==> config.mk <==
export PLATFORM = sky130hd
export DESIGN_NAME = hazard_ctrl
export DESIGN_NICKNAME = d
export VERILOG_FILES = /design/src/rtl/mips_hazard_pkg.sv /design/src/rtl/md_busy_counter.sv /design/src/rtl/hazard_ctrl.sv
export SDC_FILE = /design/constraint.sdc
export NUM_CORES = 1
export LEC_CHECK = 0
export CAP_MARGIN = 30
export CORE_ASPECT_RATIO = 1.1
export CORE_UTILIZATION = 43
export DETAILED_ROUTE_END_ITERATION = 6
export PLACE_DENSITY_LB_ADDON = 0.2
export RECOVER_POWER = 50
export SYNTH_ARGS = -nofsm -noshare
export SYNTH_HDL_FRONTEND = slang
export SYNTH_HIERARCHICAL = 1
export SYNTH_SLANG_ARGS = --single-unit
==> constraint.sdc <==
create_clock -name clk -period 3.4 [get_ports clk]
set_input_delay 0.34 -clock clk [delete_from_list [all_inputs] [get_ports clk]]
set_output_delay 0.34 -clock clk [all_outputs]
set_load 0.005 [all_outputs]
==> src/rtl/mips_hazard_pkg.sv <==
`default_nettype none
// ============================================================================
// Module      : mips_hazard_pkg
// Description : Shared constants and types for the MIPS hazard / forwarding
//               controller. Holds the forward-mux select encoding, the
//               hard-wired zero register specifier and the width of the
//               mul/div busy countdown.
// Revision    : 1.0 - initial release
// ============================================================================
package mips_hazard_pkg;

  // Select encoding shared by the E-stage operand forwarding muxes.
  // Code 2'b11 is never produced by the controller.
  typedef enum logic [1:0] {
    FWD_RF = 2'b00,  // register-file read data
    FWD_W  = 2'b01,  // result_W
    FWD_M  = 2'b10   // aluout_M
  } fwd_sel_e;

  // Register $0 is hard-wired to zero: it never forwards and never stalls.
  localparam int REG_ZERO = 0;

  // Width of the mul/div busy countdown. Holds MD_CYCLES values of 1..15.
  localparam int MD_CNT_W = 4;

endpackage : mips_hazard_pkg
`default_nettype wire

==> src/rtl/md_busy_counter.sv <==
`default_nettype none
// ============================================================================
// Module      : md_busy_counter
// Description : Busy tracker for the multi-cycle HI/LO mul/div unit. A start
//               pulse (re)loads LOAD_VAL; the count then decrements once per
//               clock until it reaches zero and stays there. A start while
//               already busy restarts the countdown rather than adding to it.
// Revision    : 1.0 - initial release
//
// Ports:
//   clk      in   core clock
//   reset_n  in   asynchronous active-low reset, clears the count at once
//   start    in   mul/div issued in E this cycle (single-cycle pulse)
//   busy     out  unit busy, derived purely from the registered count
// ============================================================================
module md_busy_counter
  import mips_hazard_pkg::*;
#(
  parameter int CNT_W    = MD_CNT_W,
  parameter int LOAD_VAL = 4
) (
  input  logic clk,
  input  logic reset_n,
  input  logic start,
  output logic busy
);

  localparam logic [CNT_W-1:0] c_load = CNT_W'(LOAD_VAL);
  localparam logic [CNT_W-1:0] c_one  = CNT_W'(1);

  logic [CNT_W-1:0] r_cnt;

  always_ff @(posedge clk or negedge reset_n) begin
    if (!reset_n) begin
      r_cnt <= '0;
    end else if (start) begin
      r_cnt <= c_load;
    end else if (r_cnt != '0) begin
      // Guarded decrement: the count saturates at zero.
      r_cnt <= r_cnt - c_one;
    end
  end

  assign busy = (r_cnt != '0);

endmodule : md_busy_counter
`default_nettype wire

==> src/rtl/hazard_ctrl.sv <==
`default_nettype none
// ============================================================================
// Module      : hazard_ctrl
// Description : Hazard and forwarding controller for the 5-stage pipelined
//               MIPS core. Produces the E-stage operand forward selects, the
//               D-stage branch-compare forward selects and the stall / flush
//               controls for load-use, branch-operand and mul/div hazards.
//               All control outputs are combinational; the only state is the
//               mul/div busy countdown (md_busy_counter).
// Revision    : 1.0 - initial release
//
// Build option:
//   HAZARD_STATS_EN  when defined, adds saturating 32-bit stall_cycles and
//                    flush_cycles counters as outputs.
//
// Ports:
//   clk, reset_n                        clock, async active-low reset
//   rs_D, rt_D                          D-stage source specifiers
//   rs_E, rt_E                          E-stage source specifiers
//   writereg_E/_M/_W, regwrite_E/_M/_W  destination and write-valid per stage
//   memtoreg_E, memtoreg_M              load in E / M
//   branch_D, pcsrc_D                   branch in D, branch taken
//   md_use_D, md_start_E                mul/div consumer in D, start in E
//   forward_a_E, forward_b_E            E forward selects (FWD_* codes)
//   forward_a_D, forward_b_D            D compare select (1 = aluout_M)
//   stall_F, stall_D, flush_D, flush_E  pipeline register controls
//   md_busy                             mul/div unit busy
//   stall_cycles, flush_cycles          statistics (HAZARD_STATS_EN only)
// ============================================================================
module hazard_ctrl
  import mips_hazard_pkg::*;
#(
  parameter int N_REG_BITS = 5,
  parameter int MD_CYCLES  = 4
) (
  input  logic                  clk,
  input  logic                  reset_n,
  input  logic [N_REG_BITS-1:0] rs_D,
  input  logic [N_REG_BITS-1:0] rt_D,
  input  logic [N_REG_BITS-1:0] rs_E,
  input  logic [N_REG_BITS-1:0] rt_E,
  input  logic [N_REG_BITS-1:0] writereg_E,
  input  logic [N_REG_BITS-1:0] writereg_M,
  input  logic [N_REG_BITS-1:0] writereg_W,
  input  logic                  regwrite_E,
  input  logic                  regwrite_M,
  input  logic                  regwrite_W,
  input  logic                  memtoreg_E,
  input  logic                  memtoreg_M,
  input  logic                  branch_D,
  input  logic                  pcsrc_D,
  input  logic                  md_use_D,
  input  logic                  md_start_E,
  output logic [1:0]            forward_a_E,
  output logic [1:0]            forward_b_E,
  output logic                  forward_a_D,
  output logic                  forward_b_D,
  output logic                  stall_F,
  output logic                  stall_D,
  output logic                  flush_D,
  output logic                  flush_E,
`ifdef HAZARD_STATS_EN
  output logic [31:0]           stall_cycles,
  output logic [31:0]           flush_cycles,
`endif
  output logic                  md_busy
);

  localparam logic [N_REG_BITS-1:0] c_zero = N_REG_BITS'(REG_ZERO);

  // --------------------------------------------------------------------------
  // E-stage operand forwarding. M has priority over W because it holds the
  // younger (more recent) write to the same register.
  // --------------------------------------------------------------------------
  fwd_sel_e w_fwd_a_e;
  fwd_sel_e w_fwd_b_e;

  always_comb begin
    w_fwd_a_e = FWD_RF;
    if (rs_E != c_zero && regwrite_M && rs_E == writereg_M) begin
      w_fwd_a_e = FWD_M;
    end else if (rs_E != c_zero && regwrite_W && rs_E == writereg_W) begin
      w_fwd_a_e = FWD_W;
    end
  end

  always_comb begin
    w_fwd_b_e = FWD_RF;
    if (rt_E != c_zero && regwrite_M && rt_E == writereg_M) begin
      w_fwd_b_e = FWD_M;
    end else if (rt_E != c_zero && regwrite_W && rt_E == writereg_W) begin
      w_fwd_b_e = FWD_W;
    end
  end

  // D-stage branch comparator can only take aluout_M; W results are already
  // visible through the write-first register file.
  logic w_fwd_a_d;
  logic w_fwd_b_d;

  assign w_fwd_a_d = (rs_D != c_zero) && regwrite_M && (rs_D == writereg_M);
  assign w_fwd_b_d = (rt_D != c_zero) && regwrite_M && (rt_D == writereg_M);

  // --------------------------------------------------------------------------
  // Hazard detection
  // --------------------------------------------------------------------------
  logic w_md_busy;
  logic w_lwstall;
  logic w_brstall;
  logic w_mdstall;
  logic w_stall;
  logic w_br_hit_e;
  logic w_br_hit_m;

  // Load in E whose destination (rt_E) feeds the instruction in D.
  assign w_lwstall = memtoreg_E && regwrite_E && (rt_E != c_zero) &&
                     ((rt_E == rs_D) || (rt_E == rt_D));

  // A branch compares in D, so an ALU result still in E, or load data still
  // in M, cannot reach the comparator yet.
  assign w_br_hit_e = regwrite_E && (writereg_E != c_zero) &&
                      ((writereg_E == rs_D) || (writereg_E == rt_D));
  assign w_br_hit_m = memtoreg_M && (writereg_M != c_zero) &&
                      ((writereg_M == rs_D) || (writereg_M == rt_D));
  assign w_brstall  = branch_D && (w_br_hit_e || w_br_hit_m);

  // A start in E this cycle counts as busy even though the count loads on
  // the coming edge.
  assign w_mdstall = md_use_D && (w_md_busy || md_start_E);

  assign w_stall = w_lwstall || w_brstall || w_mdstall;

  // --------------------------------------------------------------------------
  // Mul/div busy countdown
  // --------------------------------------------------------------------------
  md_busy_counter #(
    .CNT_W    (MD_CNT_W),
    .LOAD_VAL (MD_CYCLES)
  ) u_md_busy_counter (
    .clk     (clk),
    .reset_n (reset_n),
    .start   (md_start_E),
    .busy    (w_md_busy)
  );

  // --------------------------------------------------------------------------
  // Outputs. Everything is forced inactive while reset_n is low so the
  // pipeline sees no forwarding or stalls before it is released.
  // --------------------------------------------------------------------------
  assign forward_a_E = reset_n ? w_fwd_a_e : FWD_RF;
  assign forward_b_E = reset_n ? w_fwd_b_e : FWD_RF;
  assign forward_a_D = reset_n && w_fwd_a_d;
  assign forward_b_D = reset_n && w_fwd_b_d;
  assign stall_F     = reset_n && w_stall;
  assign stall_D     = reset_n && w_stall;
  assign flush_E     = reset_n && w_stall;
  // A stall holds the branch in D, so it must not be flushed that cycle.
  assign flush_D     = reset_n && pcsrc_D && !w_stall;
  assign md_busy     = reset_n && w_md_busy;

`ifdef HAZARD_STATS_EN
  // --------------------------------------------------------------------------
  // Saturating statistics counters
  // --------------------------------------------------------------------------
  logic [31:0] r_stall_cycles;
  logic [31:0] r_flush_cycles;

  always_ff @(posedge clk or negedge reset_n) begin
    if (!reset_n) begin
      r_stall_cycles <= '0;
      r_flush_cycles <= '0;
    end else begin
      if (stall_D && (r_stall_cycles != 32'hFFFF_FFFF)) begin
        r_stall_cycles <= r_stall_cycles + 32'd1;
      end
      if (flush_D && (r_flush_cycles != 32'hFFFF_FFFF)) begin
        r_flush_cycles <= r_flush_cycles + 32'd1;
      end
    end
  end

  assign stall_cycles = r_stall_cycles;
  assign flush_cycles = r_flush_cycles;
`else
  // Statistics counters are not built in this configuration.
`endif

endmodule : hazard_ctrl
`default_nettype wire

Yosys cells after proc, flatten, opt, wreduce, memory -nomap -nowiden
Cells that the tools add are included.
Storage, ports and cells
  register bits after elaboration: 4
  bits of input ports: 46
  logic and storage cells: 65
  output and inout bits: 11
Cells by class
  reduce and logical (&&, ||, !) cells: 43
  add/subtract/negate cells: 1
  multiplexer cells: 8
  equal/unequal tests: 12
Operators by type and width (number)
  5-bit equality test: 12
  5-bit nonzero test: 6
  1-bit logical AND: 27
  2-bit two-way mux: 4
  4-bit two-way mux: 2
  1-bit logical OR: 7
  4-bit nonzero test: 1
  4-bit by 1-bit subtractor with 4-bit output, second input constant: 1
  1-bit two-way mux: 2
  2-bit nonzero test: 1
  1-bit logical NOT: 1

Logic depth before layout (Yosys ltp)
Gate-level depths: netlist of the first run.
  word-level depth: 9
  mapped depth: 7
  mapped depth without buffers: 6

Modules after synthesis
Netlist of the first run, hierarchy kept.
Modules (own cells, without submodules)
  hazard_ctrl: sequential area each 0.0 µm², area each 838.3 µm², times used 1, cells an instance 111
  md_busy_counter: sequential area each 100.1 µm², area each 242.7 µm², times used 1, cells an instance 22

Worst setup path after synthesis of the first run
No wires, ideal clock.
  kind: register to output
  from: register u_md_busy_counter.r_cnt[0]
  to: output stall_D
  path buffers: 1
  path slack: 1.373 ns
  arrival time: 1.687 ns
  data required time: 3.060 ns
  stages on the path, launching flop included: 8
  path through: dfrtp_1 > inv_1 > ha_1 > or3b_4 > o21ai_0 > o31ai_1 > o31a_1 > buf_4
Between the ends
  longest elaborated chain between the ends: 5
RTL lines
  start: declaration: line md_busy_counter.sv:31  | logic [CNT_W-1:0] r_cnt;
  start signal: assignment: line md_busy_counter.sv:37  | r_cnt <= c_load;
  start signal: assignment: line md_busy_counter.sv:40  | r_cnt <= r_cnt - c_one;
  4-bit nonzero test: line md_busy_counter.sv:44  | assign busy = (r_cnt != '0);
  via w_md_busy: line hazard_ctrl.sv:107  | logic w_md_busy;
  1-bit logical OR: line hazard_ctrl.sv:129  | assign w_mdstall = md_use_D && (w_md_busy || md_start_E);
  1-bit logical AND: line hazard_ctrl.sv:129
  1-bit logical OR: line hazard_ctrl.sv:131  | assign w_stall = w_lwstall || w_brstall || w_mdstall;
  1-bit logical AND
  end: declaration: line hazard_ctrl.sv:59  | output logic stall_D,
The timed path passes the listed nets, and every way through them passes these cells.

Worst setup path in the final report of the first run
  from: input rt_E[2]
  to: output stall_F
Between the ends
  longest elaborated chain between the ends: 6
  elaborated cells between the ends (all ways): 9
  classes of those cells: eq/ne: 2; reduce/logical: 7
RTL lines
  start: declaration: line hazard_ctrl.sv:41  | input logic [N_REG_BITS-1:0] rt_E,
  5-bit equality test or 5-bit nonzero test (tied branches): line hazard_ctrl.sv:117, hazard_ctrl.sv:116
  1-bit logical OR or 1-bit logical AND (tied branches): line hazard_ctrl.sv:117, hazard_ctrl.sv:116
  1-bit logical AND *: line hazard_ctrl.sv:116  | assign w_lwstall = memtoreg_E && regwrite_E && (rt_E != c_zero) &&
  1-bit logical OR * (2 in series): line hazard_ctrl.sv:131
  1-bit logical AND *: line hazard_ctrl.sv:154  | assign stall_F = reset_n && w_stall;
  end: declaration: line hazard_ctrl.sv:58  | output logic stall_F,
Mark *: on every way between the ends. The rest lies on a longest branch, timed or not.

==> impl_metrics.env, run 1 <==
export IMPL_yosysTopAreaCell="xor2_1"
export IMPL_avgRoutedWirePerCell_um=13.7
export IMPL_crit_chain="clkdlybuf4s50_1 > xor2_1 > nor3_1 > a22oi_1 > o31ai_1 > o31a_1 > clkdlybuf4s50_1"
export IMPL_ys_seq_elements=4
export IMPL_num_antenna_cells=0
export IMPL_synth_distinct_cells=38
export IMPL_pwr_share_comb_pct=64.6
export IMPL_antenna_found_initial=0
export IMPL_seq_area_frac_synth_pct=9.26
export IMPL_initial_core_util_pct=46.6
export IMPL_firstDrtPassIters=4
export IMPL_dp_cells=207
export IMPL_rows=18
export IMPL_drive_gt1_share_pct=7.22
export IMPL_die_area_um2=2720
export IMPL_synth_top_area_share_pct=21.1
export IMPL_slew_limit_headroom_pct=68.6
export IMPL_clock_latency_ps=230
export IMPL_core_area_um2=2320
export IMPL_htreeDepth=1
export IMPL_hold_ws_ps=507
export IMPL_synth_edff_count=0
export IMPL_gp_congestion=0.892
export IMPL_endpoint_kind="output port"
export IMPL_postCtsSetupBuffers=0
export IMPL_ant_nets=0
export IMPL_postSynthAreaPerCell_um2=8.13
export IMPL_dpl_instance_area_um2=1600
export IMPL_fill_cells=219
export IMPL_fin_nets=230
export IMPL_grt_max_degree=13
export IMPL_fin_crit_ps=2880
export IMPL_fmax_ghz=0.347
export IMPL_cp_start_kind="input pin"
export IMPL_min_period_over_period_pct=84.8
export IMPL_clkPwrFrac_pct=14.1
export IMPL_grt_pass1_vias=1098
export IMPL_pin_count=57
export IMPL_port_buffers=56
export IMPL_grt_pass1_wl_um=4600
export IMPL_via_per_inst=5.33
export IMPL_seq_area_um2=100
export IMPL_hold_class="input pin to asynchronous set/reset pin"
export IMPL_netlist_top_cells_area="xor2_1 21%, xnor2_1 19%, dfrtp_1 9.3%, nor3_1 4.6%, buf_6 3.1%"
export IMPL_synth_cell_area_um2=1080
export IMPL_cp_max_fo=5
export IMPL_syn_to_final_growth_pct=49.3
export IMPL_hold_viol=0
export IMPL_final_area_um2=1610
export IMPL_yosys_warnings=6
export IMPL_largest_registers="u_md_busy_counter/r_cnt (4)"
export IMPL_die_w_um=49.8
export IMPL_grt_usage_pct=21.8
export IMPL_max_slew_worst_pin_slew_ps=470
export IMPL_status="finished, final reports clean"
export IMPL_postSynthCellCount=133
export IMPL_grt_util_met3_pct=2.50
export IMPL_p_switching_mw=0.145
export IMPL_synthArstFlopShare_pct=100
export IMPL_drt_iter0_markers=12
export IMPL_rsz0062_at_grt="no"
export IMPL_synthFlopType="dfrtp_1"
export IMPL_regMostFlops="u_md_busy_counter/r_cnt"
export IMPL_worstPathRequired_ps=3060
export IMPL_cpPeakStageDelay_ps=570
export IMPL_cts_tree="yes"
export IMPL_wirelength_um=2890
export IMPL_power_frac_seq_pct=21.3
export IMPL_use_met1_pct=22.5
export IMPL_grt_met2_usage_pct=46.8
export IMPL_multi_input_area_um2=886
export IMPL_grt_ovfl_total=0
export IMPL_synthTopCellsByCount="26 x xor2_1, 24 x xnor2_1, 10 x nor3_1"
export IMPL_synth_nets=181
export IMPL_clock_sinks=4
export IMPL_cts_path_max_buffers=2
export IMPL_p_leak_nw=0.564
export IMPL_cap_violations=0
export IMPL_powerDensity_nw_per_um2=246
export IMPL_skew_ps=5.91
export IMPL_dp_hpwl_um=2480
export IMPL_crit_slowest_cell="clkdlybuf4s50_1"
export IMPL_die_h_um=54.6
export IMPL_ctsResizeCount=0
export IMPL_largest_register_ffs=4
export IMPL_irDropWorstVdd_mv=0.293
export IMPL_p_int_mw=0.253
export IMPL_worstRegToRegCells=4
export IMPL_setup_viol=0
export IMPL_crit_type="input pin to output port"
export IMPL_cpMostUsedCell="clkdlybuf4s50_1"
export IMPL_remaining_drc_errors=0
export IMPL_stdcell_count=210
export IMPL_tns_ps=0
export IMPL_switching_share_pct=36.4
export IMPL_top_usage_layer="met2"
export IMPL_root_buffer="clkbuf_4"
export IMPL_yosysMostFrequentCell="xor2_1"
export IMPL_postCtsHoldBufs=0
export IMPL_num_vias=1119
export IMPL_numCtsBuffers=3
export IMPL_cts_clk_slew_worst_paths_ps=40
export IMPL_slew_violations=0
export IMPL_cp_arrival_ps=2540
power by group through the flow:
stage | combinational, mW | sequential (mW) | clock (mW)
finish | 0.257 | 0.0847 | 0.0559
global route | 0.281 | 0.0874 | 0.0603
CTS | 0.269 | 0.0845 | 0.0580
detailed placement | 0.267 | 0.0850 | 0
global placement | 0.256 | 0.0825 | 0
floorplan | 0.168 | 0.0798 | 0
cell families after synthesis:
logic type / after synthesis / synth area share (%)
buffers and inverters: 14 / 8.22
AO/OA/AOI/OAI: 10 / 7.29
adder cells (fa/ha/maj): 2 / 2.31
XOR/XNOR: 50 / 40.5
flip-flops: 4 / 9.26
AND/OR/NAND/NOR: 51 / 30.0
multiplexers: 2 / 2.43
layout make-up:
class | instances | share of cell area (%)
flip-flops and latches | 4 | 6.20
clock buffers | 3 | 1.40
multi-input cells | 115 | 54.9
repair buffers | 56 | 34.7
well taps | 30 | 2.33
inverters | 2 | 0.465
cells in the final DEF (no fill, tap or decap), types with 2 or more instances in the layout:
master            n
or4_4             2
clkbuf_4          3
nand2_1           3
or4_1             4
clkdlybuf4s50_1  53
nor2_1            6
nor4_1            3
and2_1            3
nor4_2            2
ha_1              2
xor2_1           26
nand4_1           4
xnor2_1          24
dlygate4sd3_1     3
inv_1             2
dfrtp_1           4
nor3_1           10
nor2b_1           4
nand3_1           5
final timing paths:
| kind | slack, ps | to | startpoint |
|---|---|---|---|
| max in group asynchronous | 2570 | u_md_busy_counter/r_cnt[3]$_DFFE_PN0P_ | reset_n |
| setup reg to reg | 1840 | u_md_busy_counter/r_cnt[0]$_DFFE_PN0P_ | u_md_busy_counter/r_cnt[0]$_DFFE_PN0P_ |
| hold / removal | 510 | u_md_busy_counter/r_cnt[0]$_DFFE_PN0P_ | reset_n |
| min in group clk | 640 | u_md_busy_counter/r_cnt[2]$_DFFE_PN0P_ | u_md_busy_counter/r_cnt[3]$_DFFE_PN0P_ |
| setup / recovery | 520 | stall_F | rt_E[2] |
| hold reg to reg | 640 | u_md_busy_counter/r_cnt[2]$_DFFE_PN0P_ | u_md_busy_counter/r_cnt[3]$_DFFE_PN0P_ |
metal layers:
metal	part of all wire, %	up-vias
li1	-	554
met3	4.5	2
met4	0.55	0
met1	41	522
met5	0	-
met2	54	41
through the flow:
stage	worst slack, ps	total power [mW]	utilization (%)
6_report	517	0.397	69.6
3_3_place_gp	555	0.339	68.9
4_1_cts	498	0.411	69.8
3_5_place_dp	505	0.352	68.9
2_1_floorplan	1370	0.247	-
5_1_grt	387	0.429	69.6
worst max-delay path: cells and delay by family:
| kind | cells | cell delay (ps) |
|---|---|---|
| AO/OA/AOI/OAI | 3 | 690 |
| XOR/XNOR | 1 | 230 |
| AND/OR/NAND/NOR | 1 | 200 |
| buffers and inverters | 2 | 1090 |
No activity file was read; power rests on OpenSTA's default activity.
==> run 2, diff against run 1 <==
--- a/config.mk
+++ b/config.mk
@@ -7,7 +7,7 @@
 export LEC_CHECK = 0
 export CAP_MARGIN = 30
 export CORE_ASPECT_RATIO = 1.1
-export CORE_UTILIZATION = 43
+export CORE_UTILIZATION = 40
 export DETAILED_ROUTE_END_ITERATION = 6
 export PLACE_DENSITY_LB_ADDON = 0.2
 export RECOVER_POWER = 50
==> constraint.sdc (replaced) <==
create_clock -name clk -period 2.9 [get_ports clk]
set_input_delay 0.29 -clock clk [delete_from_list [all_inputs] [get_ports clk]]
set_output_delay 0.29 -clock clk [all_outputs]
set_load 0.005 [all_outputs]
==> impl_metrics.env, run 2 (same netlist as run 1, synthesis figures left out) <==
export IMPL_fin_nets=238
export IMPL_num_vias=1127
export IMPL_skew_ps=4.79
export IMPL_initial_core_util_pct=42.9
export IMPL_via_per_inst=5.15
export IMPL_dp_cells=216
export IMPL_grt_usage_pct=22.5
export IMPL_setup_viol=0
export IMPL_stdcell_count=219
export IMPL_num_antenna_cells=0
export IMPL_status="finished, final reports clean"
export IMPL_root_buffer="clkbuf_4"
export IMPL_remaining_drc_errors=0
export IMPL_startpoint="u_md_busy_counter/r_cnt[0]$_DFFE_PN0P_"
export IMPL_p_leak_nw=0.604
export IMPL_largest_register_ffs=4
export IMPL_min_period_over_period_pct=94.6
export IMPL_die_w_um=51.6
export IMPL_postCtsHoldBufs=0
export IMPL_die_h_um=56.5
export IMPL_port_buffers=56
export IMPL_postCtsSetupBuffers=0
export IMPL_max_slew_worst_pin_slew_ps=443
export IMPL_final_cell_mix="54 x clkdlybuf4s50_1, 26 x xor2_1, 24 x xnor2_1, 10 x nor3_1, 8 x buf_4"
export IMPL_firstDrtPassIters=4
export IMPL_rows=19
export IMPL_grt_ovfl_total=0
export IMPL_final_common_cell="clkdlybuf4s50_1"
export IMPL_fmax_ghz=0.364
export IMPL_grt_pass1_vias=1111
export IMPL_reg2reg_to="u_md_busy_counter/r_cnt[0]$_DFFE_PN0P_"
export IMPL_regMostFlops="u_md_busy_counter/r_cnt"
export IMPL_powerDensity_nw_per_um2=294
export IMPL_ant_nets=0
export IMPL_core_area_um2=2520
export IMPL_irDropWorstVdd_mv=0.255
export IMPL_endpoint="flush_E"
export IMPL_clock_latency_ps=250
export IMPL_grt_max_degree=13
export IMPL_wirelength_um=3110
export IMPL_hold_class="input pin to asynchronous set/reset pin"
export IMPL_worstPathRequired_ps=2610
export IMPL_worstRegToRegCells=4
export IMPL_cp_arrival_ps=2450
export IMPL_cts_path_max_buffers=2
export IMPL_r2r_slack_ps=1340
export IMPL_largest_registers="u_md_busy_counter/r_cnt (4)"
export IMPL_cp_max_fo=4
export IMPL_htreeDepth=1
export IMPL_syn_to_final_growth_pct=55.7
export IMPL_tns_ps=0
export IMPL_crit_type="flip-flop to output port"
export IMPL_drive_gt1_share_pct=12.2
export IMPL_die_area_um2=2910
export IMPL_reg2reg_from="u_md_busy_counter/r_cnt[0]$_DFFE_PN0P_"
export IMPL_fin_crit_ps=2740
export IMPL_numCtsBuffers=3
export IMPL_gp_congestion=0.902
export IMPL_fill_cells=223
export IMPL_cp_start_kind="flip-flop"
export IMPL_grt_pass1_wl_um=5050
export IMPL_total_power_mw=0.495
export IMPL_rsz0062_at_grt="no"
export IMPL_antenna_found_initial=0
export IMPL_endpoint_kind="output port"
export IMPL_clock_sinks=4
export IMPL_cts_tree="yes"
export IMPL_hold_viol=0
export IMPL_pin_count=57
export IMPL_cap_violations=0
export IMPL_ctsResizeCount=0
export IMPL_drt_iter0_markers=23
export IMPL_cts_clk_slew_worst_paths_ps=40
export IMPL_slew_limit_headroom_pct=70.4
export IMPL_dp_hpwl_um=2720
export IMPL_avgRoutedWirePerCell_um=14.2
export IMPL_slew_violations=0
## run 2: cell count changes in the layout (fill, tap and decap cells not counted), sizes merged
cell and delta:
dlygate4sd3 -1, clkdlybuf4s50 +1, buf +8
## run 2: report_power, final
part / internal [mW] / switching (mW) / leakage [nW] / total, mW
clock: 0.0466 / 0.0270 / 0.0138 / 0.0736
sequential: 0.0773 / 0.0227 / 0.0495 / 0.100
combinational: 0.185 / 0.136 / 0.540 / 0.322
## run 2: layout make-up
class	instances	area, um2	share of cell area [%]
Clock buffer	3	22.5	1.34
Inverter	2	7.51	0.446
Multi-Input combinational cell	115	893	53.1
Sequential cell	4	100	5.95
Tap cell	31	38.8	2.30
Timing Repair Buffer	64	621	36.9
## run 2: worst min-delay path by stage
stage,startpoint,end
3_5_place_dp,reset_n,u_md_busy_counter/r_cnt[0]$_DFFE_PN0P_
3_3_place_gp,reset_n,u_md_busy_counter/r_cnt[0]$_DFFE_PN0P_
5_1_grt,reset_n,u_md_busy_counter/r_cnt[3]$_DFFE_PN0P_
6_report,reset_n,u_md_busy_counter/r_cnt[3]$_DFFE_PN0P_
2_1_floorplan,reset_n,u_md_busy_counter/r_cnt[0]$_DFFE_PN0P_
4_1_cts,reset_n,u_md_busy_counter/r_cnt[0]$_DFFE_PN0P_
## run 2: per-stage QoR
step | cell area [um2] | utilization [%] | worst slack, ps | hold WS [ps]
CTS | 1680 | 66.7 | 55.5 | 355
global placement | 1660 | 65.8 | 162 | 618
global route | 1680 | 66.8 | 39.3 | 444
detailed placement | 1660 | 65.8 | 83.3 | 613
finish | 1680 | 66.8 | 156 | 426
floorplan | 1080 | - | 923 | -5.59
## run 2: per-layer routing
layer  global-route usage (%)  vias to the layer above  wire length (um)
li1                         -                      573                 -
met1                     26.7                      530              1310
met2                     41.7                       24              1710
met3                     1.08                        0                91
met4                     6.95                        0                 0
met5                        0                        -                 0
## run 2: critical path, cell delays in order (launching register included)
cell,delay (ps)
dfrtp_1,400
inv_1,90
ha_1,200
or3b_4,420
o21ai_1,200
o31ai_2,130
o31a_1,290
clkdlybuf4s50_1,470
==> run 3, diff against run 2 <==
==> constraint.sdc (replaced) <==
create_clock -name clk -period 2.9 [get_ports clk]
set_input_delay 0.29 -clock clk [delete_from_list [all_inputs] [get_ports clk]]
set_output_delay 0.29 -clock clk [all_outputs]
set_load 0.05 [all_outputs]
==> impl_metrics.env, run 3 (same netlist as run 1, synthesis figures left out) <==
export IMPL_status="finished, final reports clean"
export IMPL_cts_path_max_buffers=2
export IMPL_skew_ps=3.75
export IMPL_cts_clk_slew_worst_paths_ps=40
export IMPL_postCtsHoldBufs=0
export IMPL_p_leak_nw=0.610
export IMPL_cp_arrival_ps=2310
export IMPL_rsz0062_at_grt="no"
export IMPL_syn_to_final_growth_pct=56.6
export IMPL_rows=19
export IMPL_largest_register_ffs=4
export IMPL_fin_nets=233
export IMPL_postCtsSetupBuffers=0
export IMPL_firstDrtPassIters=4
export IMPL_grt_ovfl_total=0
export IMPL_antenna_found_initial=0
export IMPL_fmax_ghz=0.385
export IMPL_clock_latency_ps=240
export IMPL_final_common_cell="clkdlybuf4s50_1"
export IMPL_avgRoutedWirePerCell_um=14.2
export IMPL_final_area_um2=1690
export IMPL_gp_congestion=0.859
export IMPL_port_buffers=56
export IMPL_crit_slowest_cell="or3b_1"
export IMPL_dp_cells=211
export IMPL_pin_count=57
export IMPL_regMostFlops="u_md_busy_counter/r_cnt"
export IMPL_largest_registers="u_md_busy_counter/r_cnt (4)"
export IMPL_core_area_um2=2520
export IMPL_htreeDepth=1
export IMPL_via_per_inst=5.24
export IMPL_cp_max_fo=4
export IMPL_die_w_um=51.6
export IMPL_drive_gt1_share_pct=13.1
export IMPL_root_buffer="clkbuf_4"
export IMPL_final_cell_mix="45 x clkdlybuf4s50_1, 26 x xor2_1, 24 x xnor2_1, 10 x nor3_1, 7 x buf_12"
export IMPL_clock_sinks=4
export IMPL_seq_area_um2=100
export IMPL_max_slew_worst_pin_slew_ps=613
export IMPL_crit_type="flip-flop to output port"
export IMPL_grt_max_degree=13
export IMPL_endpoint_kind="output port"
export IMPL_ctsResizeCount=0
export IMPL_grt_pass1_vias=1141
export IMPL_multi_input_area_um2=886
export IMPL_crit_chain="inv_1 > ha_1 > or3b_1 > o21ai_0 > o31ai_1 > o31a_1 > buf_12"
export IMPL_slew_violations=0
export IMPL_hold_ws_ps=559
export IMPL_num_antenna_cells=0
export IMPL_initial_core_util_pct=42.9
export IMPL_die_h_um=56.5
export IMPL_min_period_over_period_pct=89.6
export IMPL_numCtsBuffers=3
export IMPL_tns_ps=0
export IMPL_stdcell_count=214
export IMPL_cp_start_kind="flip-flop"
export IMPL_ant_nets=0
export IMPL_cap_violations=0
export IMPL_total_power_mw=0.525
export IMPL_grt_pass1_wl_um=5130
export IMPL_die_area_um2=2910
export IMPL_drt_iter0_markers=30
export IMPL_fill_cells=225
export IMPL_wirelength_um=3040
export IMPL_powerDensity_nw_per_um2=310
export IMPL_dpl_instance_area_um2=1680
export IMPL_irDropWorstVdd_mv=0.286
export IMPL_grt_usage_pct=22.6
export IMPL_cts_tree="yes"
export IMPL_fin_crit_ps=2600
export IMPL_hold_viol=0
export IMPL_remaining_drc_errors=0
export IMPL_hold_class="input pin to asynchronous set/reset pin"
export IMPL_setup_viol=0
export IMPL_dp_hpwl_um=2620
export IMPL_worstPathRequired_ps=2610
export IMPL_cpPeakStageDelay_ps=430
export IMPL_num_vias=1122
export IMPL_slew_limit_headroom_pct=59.3
[run 3: cell count changes in the layout (fill, tap and decap cells not counted), moves of 2 or more]
| cell | delta |
|---|---|
| buf_12 | +7 |
| clkdlybuf4s50_1 | -9 |
| buf_4 | -4 |
| clkbuf_1 | +2 |
[run 3: final timing paths]
kind | from | endpoint | slack [ps] | depth (start not counted)
worst max-delay path | u_md_busy_counter/r_cnt[0]$_DFFE_PN0P_ | flush_E | 300 | 7
worst min-delay path | reset_n | u_md_busy_counter/r_cnt[2]$_DFFE_PN0P_ | 560 | 2
worst max register to register | u_md_busy_counter/r_cnt[0]$_DFFE_PN0P_ | u_md_busy_counter/r_cnt[0]$_DFFE_PN0P_ | 1330 | 4
worst min register to register | u_md_busy_counter/r_cnt[3]$_DFFE_PN0P_ | u_md_busy_counter/r_cnt[2]$_DFFE_PN0P_ | 660 | 2
max in group asynchronous | reset_n | u_md_busy_counter/r_cnt[0]$_DFFE_PN0P_ | 1970 | 2
min in group clk | u_md_busy_counter/r_cnt[3]$_DFFE_PN0P_ | u_md_busy_counter/r_cnt[2]$_DFFE_PN0P_ | 660 | 2
[run 3: cell type report]
class / instances / share of cell area (%)
clock buffers: 3 / 1.33
inverters: 2 / 0.443
multi-input cells: 115 / 52.3
flip-flops and latches: 4 / 5.91
well taps: 31 / 2.29
repair buffers: 59 / 37.7
[run 3: critical path: cells and delay by family (launching register included)]
| family | cells | cell delay, ps |
|---|---|---|
| AO/OA/AOI/OAI | 3 | 750 |
| adder cells (fa/ha/maj) | 1 | 190 |
| buffers and inverters | 2 | 290 |
| flip-flops | 1 | 410 |
| AND/OR/NAND/NOR | 1 | 430 |
[run 3: routing by layer]
| metal | global-route usage, % | vias to the layer above | part of all wire (%) |
|---|---|---|---|
| met3 | 1.08 | 4 | 3.5 |
| met2 | 41.7 | 27 | 55 |
| met1 | 26.5 | 532 | 41 |
| met5 | 0 | - | 0 |
| li1 | - | 559 | - |
| met4 | 8.11 | 0 | 1.0 |
[run 3: where the power goes]
| part | switching [mW] | internal (mW) | total, mW |
|---|---|---|---|
| logic | 0.167 | 0.188 | 0.355 |
| clock network | 0.0251 | 0.0465 | 0.0715 |
| registers | 0.0218 | 0.0772 | 0.0990 |
| total | 0.214 | 0.312 | 0.525 |
[run 3: metrics by stage]
| step | util, % | worst slack, ps |
|---|---|---|
| 3_3_place_gp | 66.8 | 371 |
| 2_1_floorplan | - | 83.1 |
| 4_1_cts | 67.7 | 300 |
| 3_5_place_dp | 66.8 | 344 |
| 6_report | 67.2 | 302 |
| 5_1_grt | 67.2 | 181 |
==> variant 1 (flow settings as in run 3) <==
The option `HAZARD_STATS_EN` is turned on by a define.
--- a/src/rtl/hazard_ctrl.sv
+++ b/src/rtl/hazard_ctrl.sv
@@ -28,4 +28,6 @@
 //   stall_cycles, flush_cycles          statistics (HAZARD_STATS_EN only)
 // ============================================================================
+`define HAZARD_STATS_EN
+
 module hazard_ctrl
   import mips_hazard_pkg::*;
Function (old outputs only; new: flush_cycles and stall_cycles): kept (Yosys induction, for registers that start in step).
==> variant 1 against run 3 <==
Total power increased to 6.3 times the old value. Worst hold slack lost 0.18 ns. Maximum frequency down 3.2%. Area after synthesis rose to 4.0 times the old value. Global-route usage shrank 2.1 points. Register-to-register slack worse by 0.89 ns. Sequential cell count is 64 higher. Worst setup slack worse by 0.085 ns. Sequential share of layout area rose by 22 points. Routed wire length increased to 3.5 times the old value. Design area rose to 3.6 times the old value. Combinational power increased to 2.7 times the old value. Largest cell class unchanged.
==> variant 1: results (changes against run 3) <==
stage,metric,value,unit,change
yosys,synth_fp_nets,522,,was 181
final_layout,n_sequential_cell,68,,was 4
final_layout,clkbuf_count,11,,was 3
setup_path,critPathTopFamily,simple AND/OR/NAND/NOR gates,,was compound AO/OA/AOI/OAI gates
clock_network,cts-root-buf,clkbuf_16,,was clkbuf_4
final_layout,clock_tree_area_fraction,5.457,%,was 1.330%
placed_design,dp_cells,730,,was 211
power,vdd_ir_drop_max,0.5186,mV,was 0.2857 mV
placed_design,gp_congestion,0.8052,,was 0.8589
setup_path,crit_fanout,14,,was 4
setup_path,r2r_setup_slack,0.44,ns,was 1.33 ns
route,first_iter_violations,233,,was 30
placed_design,hpwl,8226,µm,was 2619 µm
setup_path,cp.arrival,2.39,ns,was 2.31 ns
yosys,netlist_instances,472,,was 133
global_route,grt_pass1_wl,18380,µm,was 5126 µm
yosys,muxShareOfSynthArea,1.894,%,was 2.431%
final_layout,fin_area,6145,µm²,was 1693 µm²
yosys,synth_area_leaders,"dfrtp_1 39%, xnor2_1 13%, xor2_1 8.6%",,"was xor2_1 21%, xnor2_1 19%, dfrtp_1 9.3%"
yosys,synth_compound_area_share,2.009,%,was 7.292%
final_layout,multi_input_gates,366,,was 115
setup_path,setup.worst_path.start,writereg_E[3],,was u_md_busy_counter/r_cnt[0]
outcome,status,finished clean,,unchanged
final_layout,signal_buffers,145,,was 59
setup_path,slowest_delay,0.49,ns,was 0.43 ns
final_layout,multiInputGateArea,2472,µm²,was 885.9 µm²
global_route,grt_pass1_vias,3842,,was 1141
final_layout,fill_cells,952,,was 225
setup_path,worst_path_max_delay_cell,or4_1,,was or3b_1
clock_network,cts_made_buffers,9,,was 3
setup_path,critical_path.endpoint,stall_F,,was flush_E
global_route,grt_start_max_net_pins,41,,was 13
route,route.detailed.wl_per_inst,14.39,µm,was 14.22 µm
route,vias,3866,,was 1122
final_layout,non_clock_inverter_count,9,,was 2
clock_network,ctsHtreeMaxLevel,3,,was 1
yosys,synth_xor_area_share,21.89,%,was 40.51%
power,leakagePower,2.601,nW,was 0.6097 nW
yosys,yosysUniqueCellTypes,43,,was 38
clock_network,clk_latency,0.33,ns,was 0.24 ns
clock_network,path_clk_slew,0.06,ns,was 0.04 ns
placed_design,io_buffers,120,,was 56
yosys,synth_common_cells,"68 x dfrtp_1, 66 x xnor2_1, 43 x xor2_1",,"was 26 x xor2_1, 24 x xnor2_1, 10 x nor3_1"
variant 1: repair_timing:
action / 4_1_cts / 5_1_grt
resized for setup: 0 / 1
endpoints found under the setup margin: 0 / 4
hold buffers: 1 / 0
hold endpoints to repair: 9 / 0
variant 1: where the power goes:
part	internal [mW]	switching, mW	leakage (nW)	total [mW]
Combinational	0.395	0.581	1.52	0.976
Clock	0.802	0.402	0.166	1.20
Sequential	1.04	0.112	0.911	1.15
variant 1: metal layers:
layer	up-vias	global-route usage [%]	routed length, µm
met2	112	33.51	5248
met3	14	4.457	617
li1	1898	-	-
met5	-	0	0
met4	0	7.923	177
met1	1842	26.06	4703
variant 1: logic make-up after synthesis:
logic type / after synthesis
multiplexers: 7
flip-flops: 68
AO/OA/AOI/OAI: 12
buffers and inverters: 38
AND/OR/NAND/NOR: 234
adder cells (fa/ha/maj): 4
XOR/XNOR: 109
==> variant 2 (settings of run 3) <==
Made on the original files. The package constant `MD_CNT_W` goes from 4 to 6.
--- a/src/rtl/mips_hazard_pkg.sv
+++ b/src/rtl/mips_hazard_pkg.sv
@@ -22,5 +22,5 @@
 
   // Width of the mul/div busy countdown. Holds MD_CYCLES values of 1..15.
-  localparam int MD_CNT_W = 4;
+  localparam int MD_CNT_W = 6;
 
 endpackage : mips_hazard_pkg
Function: same outputs for any inputs over 10 cycles, from zero or initial values and one cycle with reset_n low; that may be too few to reach the edited logic, so the function may still have changed.
==> variant 2 against run 3 <==
Area after synthesis grew 8.1%. Routed wire length grew 6.3%. Maximum frequency fell by 8.1%. Die area increased by 7.8%. Critical path depth grew 2. Total power grew 23%. Worst setup slack worse by 0.23 ns. Sequential cell count grew 2. Clock skew up 0.0067 ns. Sequential share of layout area increased by 2.5 points. Design area increased by 6.0%.
==> variant 2: results (changes against run 3) <==
stage,metric,value,unit,change
outcome,status,finished clean,,unchanged
route,first_iter_violations,19,,was 30
timing,timing.hold.ws,0.5693,ns,was 0.5593 ns
min_path,hp-class,reg2reg,,was in2async
clock_network,clockBufferDepth,2,,unchanged
global_route,grt_start_max_net_pins,10,,was 13
yosys,synth_common_cells,"26 x xor2_1, 25 x xnor2_1, 10 x nor3_1",,"was 26 x xor2_1, 24 x xnor2_1, 10 x nor3_1"
clock_network,post-cts-setup-buffers,0,,unchanged
placed_design,post_dp_cell_area,1770,µm²,was 1684 µm²
setup_path,r2r_setup_slack,0.88,ns,was 1.33 ns
yosys,synth_fp_nets,193,,was 181
setup_path,crit_fanout,4,,unchanged
route,vias_per_cell,5.335,,was 5.243
placed_design,gp_congestion,0.8705,,was 0.8589
power,vdd_ir_drop_max,0.3431,mV,was 0.2857 mV
global_route,grt_pass1_vias,1234,,was 1141
yosys,yosysSeqAreaShare,12.85,%,was 9.259%
route,route.detailed.wl_per_inst,14.25,µm,was 14.22 µm
final_layout,final_layout_size_suffix_gt1_share,13.40,%,was 13.11%
final_layout,instances_no_fill,227,,was 214
final_layout,fill_cells,259,,was 225
yosys,synth.avg_cell_area,8.059,µm²,was 8.128 µm²
placed_design,hpwl,2774,µm,was 2619 µm
yosys,synth_area_leaders,"xor2_1 19%, xnor2_1 19%, dfrtp_1 13%",,"was xor2_1 21%, xnor2_1 19%, dfrtp_1 9.3%"
global_route,grtUsageTotal,22.24,%,was 22.56%
power,leakagePower,0.6435,nW,was 0.6097 nW
global_route,grt_pass1_wl,5292,µm,was 5126 µm
yosys,synth_area,1169,µm²,was 1081 µm²
clock_network,path_clk_slew,0.05,ns,
final_layout,top_regs,u_md_busy_counter/r_cnt x6,,was u_md_busy_counter/r_cnt x4
placed_design,dp_cells,224,,was 211
timing,skew,0.01045,ns,was 0.003749 ns
clock_network,cts_made_buffers,3,,unchanged
timing,worst_slew_pin_slew,0.4949,ns,was 0.6131 ns
final_layout,nets,244,,was 233
setup_path,cp.arrival,2.54,ns,was 2.31 ns
## variant 2: cell families after synthesis
group           after synthesis  synth area share (%)
simple gates                 54                 28.91
xor+xnor                     51                 38.22
buf+inv                      17                 8.564
compound gates               14                 8.351
flops                         6                 12.85
fa+ha+maj                     2                 2.141
mux                           1                0.9635
## variant 2: worst paths after layout
| kind | from | to | cells after the start |
|---|---|---|---|
| setup / recovery | u_md_busy_counter/r_cnt[0] | flush_E | 9 |
| hold / removal | u_md_busy_counter/r_cnt[5] | u_md_busy_counter/r_cnt[5] | 2 |
| min in group asynchronous | reset_n | u_md_busy_counter/r_cnt[0] | 2 |
| setup reg to reg | u_md_busy_counter/r_cnt[0] | u_md_busy_counter/r_cnt[0] | 6 |
| hold reg to reg | u_md_busy_counter/r_cnt[5] | u_md_busy_counter/r_cnt[5] | 2 |
| max in group asynchronous | reset_n | u_md_busy_counter/r_cnt[4] | 2 |
## variant 2: power breakdown
part	internal [mW]	switching, mW	leakage (nW)	total, mW
logic	0.207	0.202	0.553	0.408
clock network	0.0470	0.0326	0.0138	0.0796
registers	0.113	0.0438	0.0768	0.157
total	0.367	0.278	0.643	0.645
## variant 2: repair_timing
action                                  in CTS  in global routing
gates resized for setup                      0                  3
hold endpoints to repair                     0                  0
endpoints found under the setup margin       0                  3
## variant 2: cell type report
| class | instances | share of cell area (%) |
|---|---|---|
| multi-input cells | 122 | 51.67 |
| inverters | 4 | 0.8368 |
| well taps | 33 | 2.301 |
| repair buffers | 59 | 35.56 |
| clock buffers | 3 | 1.255 |
| flip-flops and latches | 6 | 8.368 |
## variant 2: through the flow
step	setup WS, ns	utilization (%)
floorplan	0.08309	-
global placement	0.3192	63.74
detailed placement	0.2675	63.74
CTS	0.1037	64.55
global route	0.008985	64.59
finish	0.07437	64.59
## variant 2: routing by layer
metal | part of all wire, % | vias to the layer above | routed length [µm] | track usage (%)
li1 | - | 603 | - | -
met2 | 56 | 25 | 1820 | 43.93
met4 | 0.46 | 0 | 15 | 4.511
met5 | 0 | - | 0 | 0
met3 | 2.9 | 2 | 93 | 1.034
met1 | 40 | 581 | 1305 | 25.31
## variant 2: critical path, cell delays in order, from the launching register on
cell     delay, ns
dfrtp_1       0.41
inv_1         0.12
ha_1          0.18
or3b_4        0.41
nor3_4        0.22
inv_2         0.07
o21ai_1       0.14
o31ai_1       0.12
o31a_1        0.40
buf_12        0.19
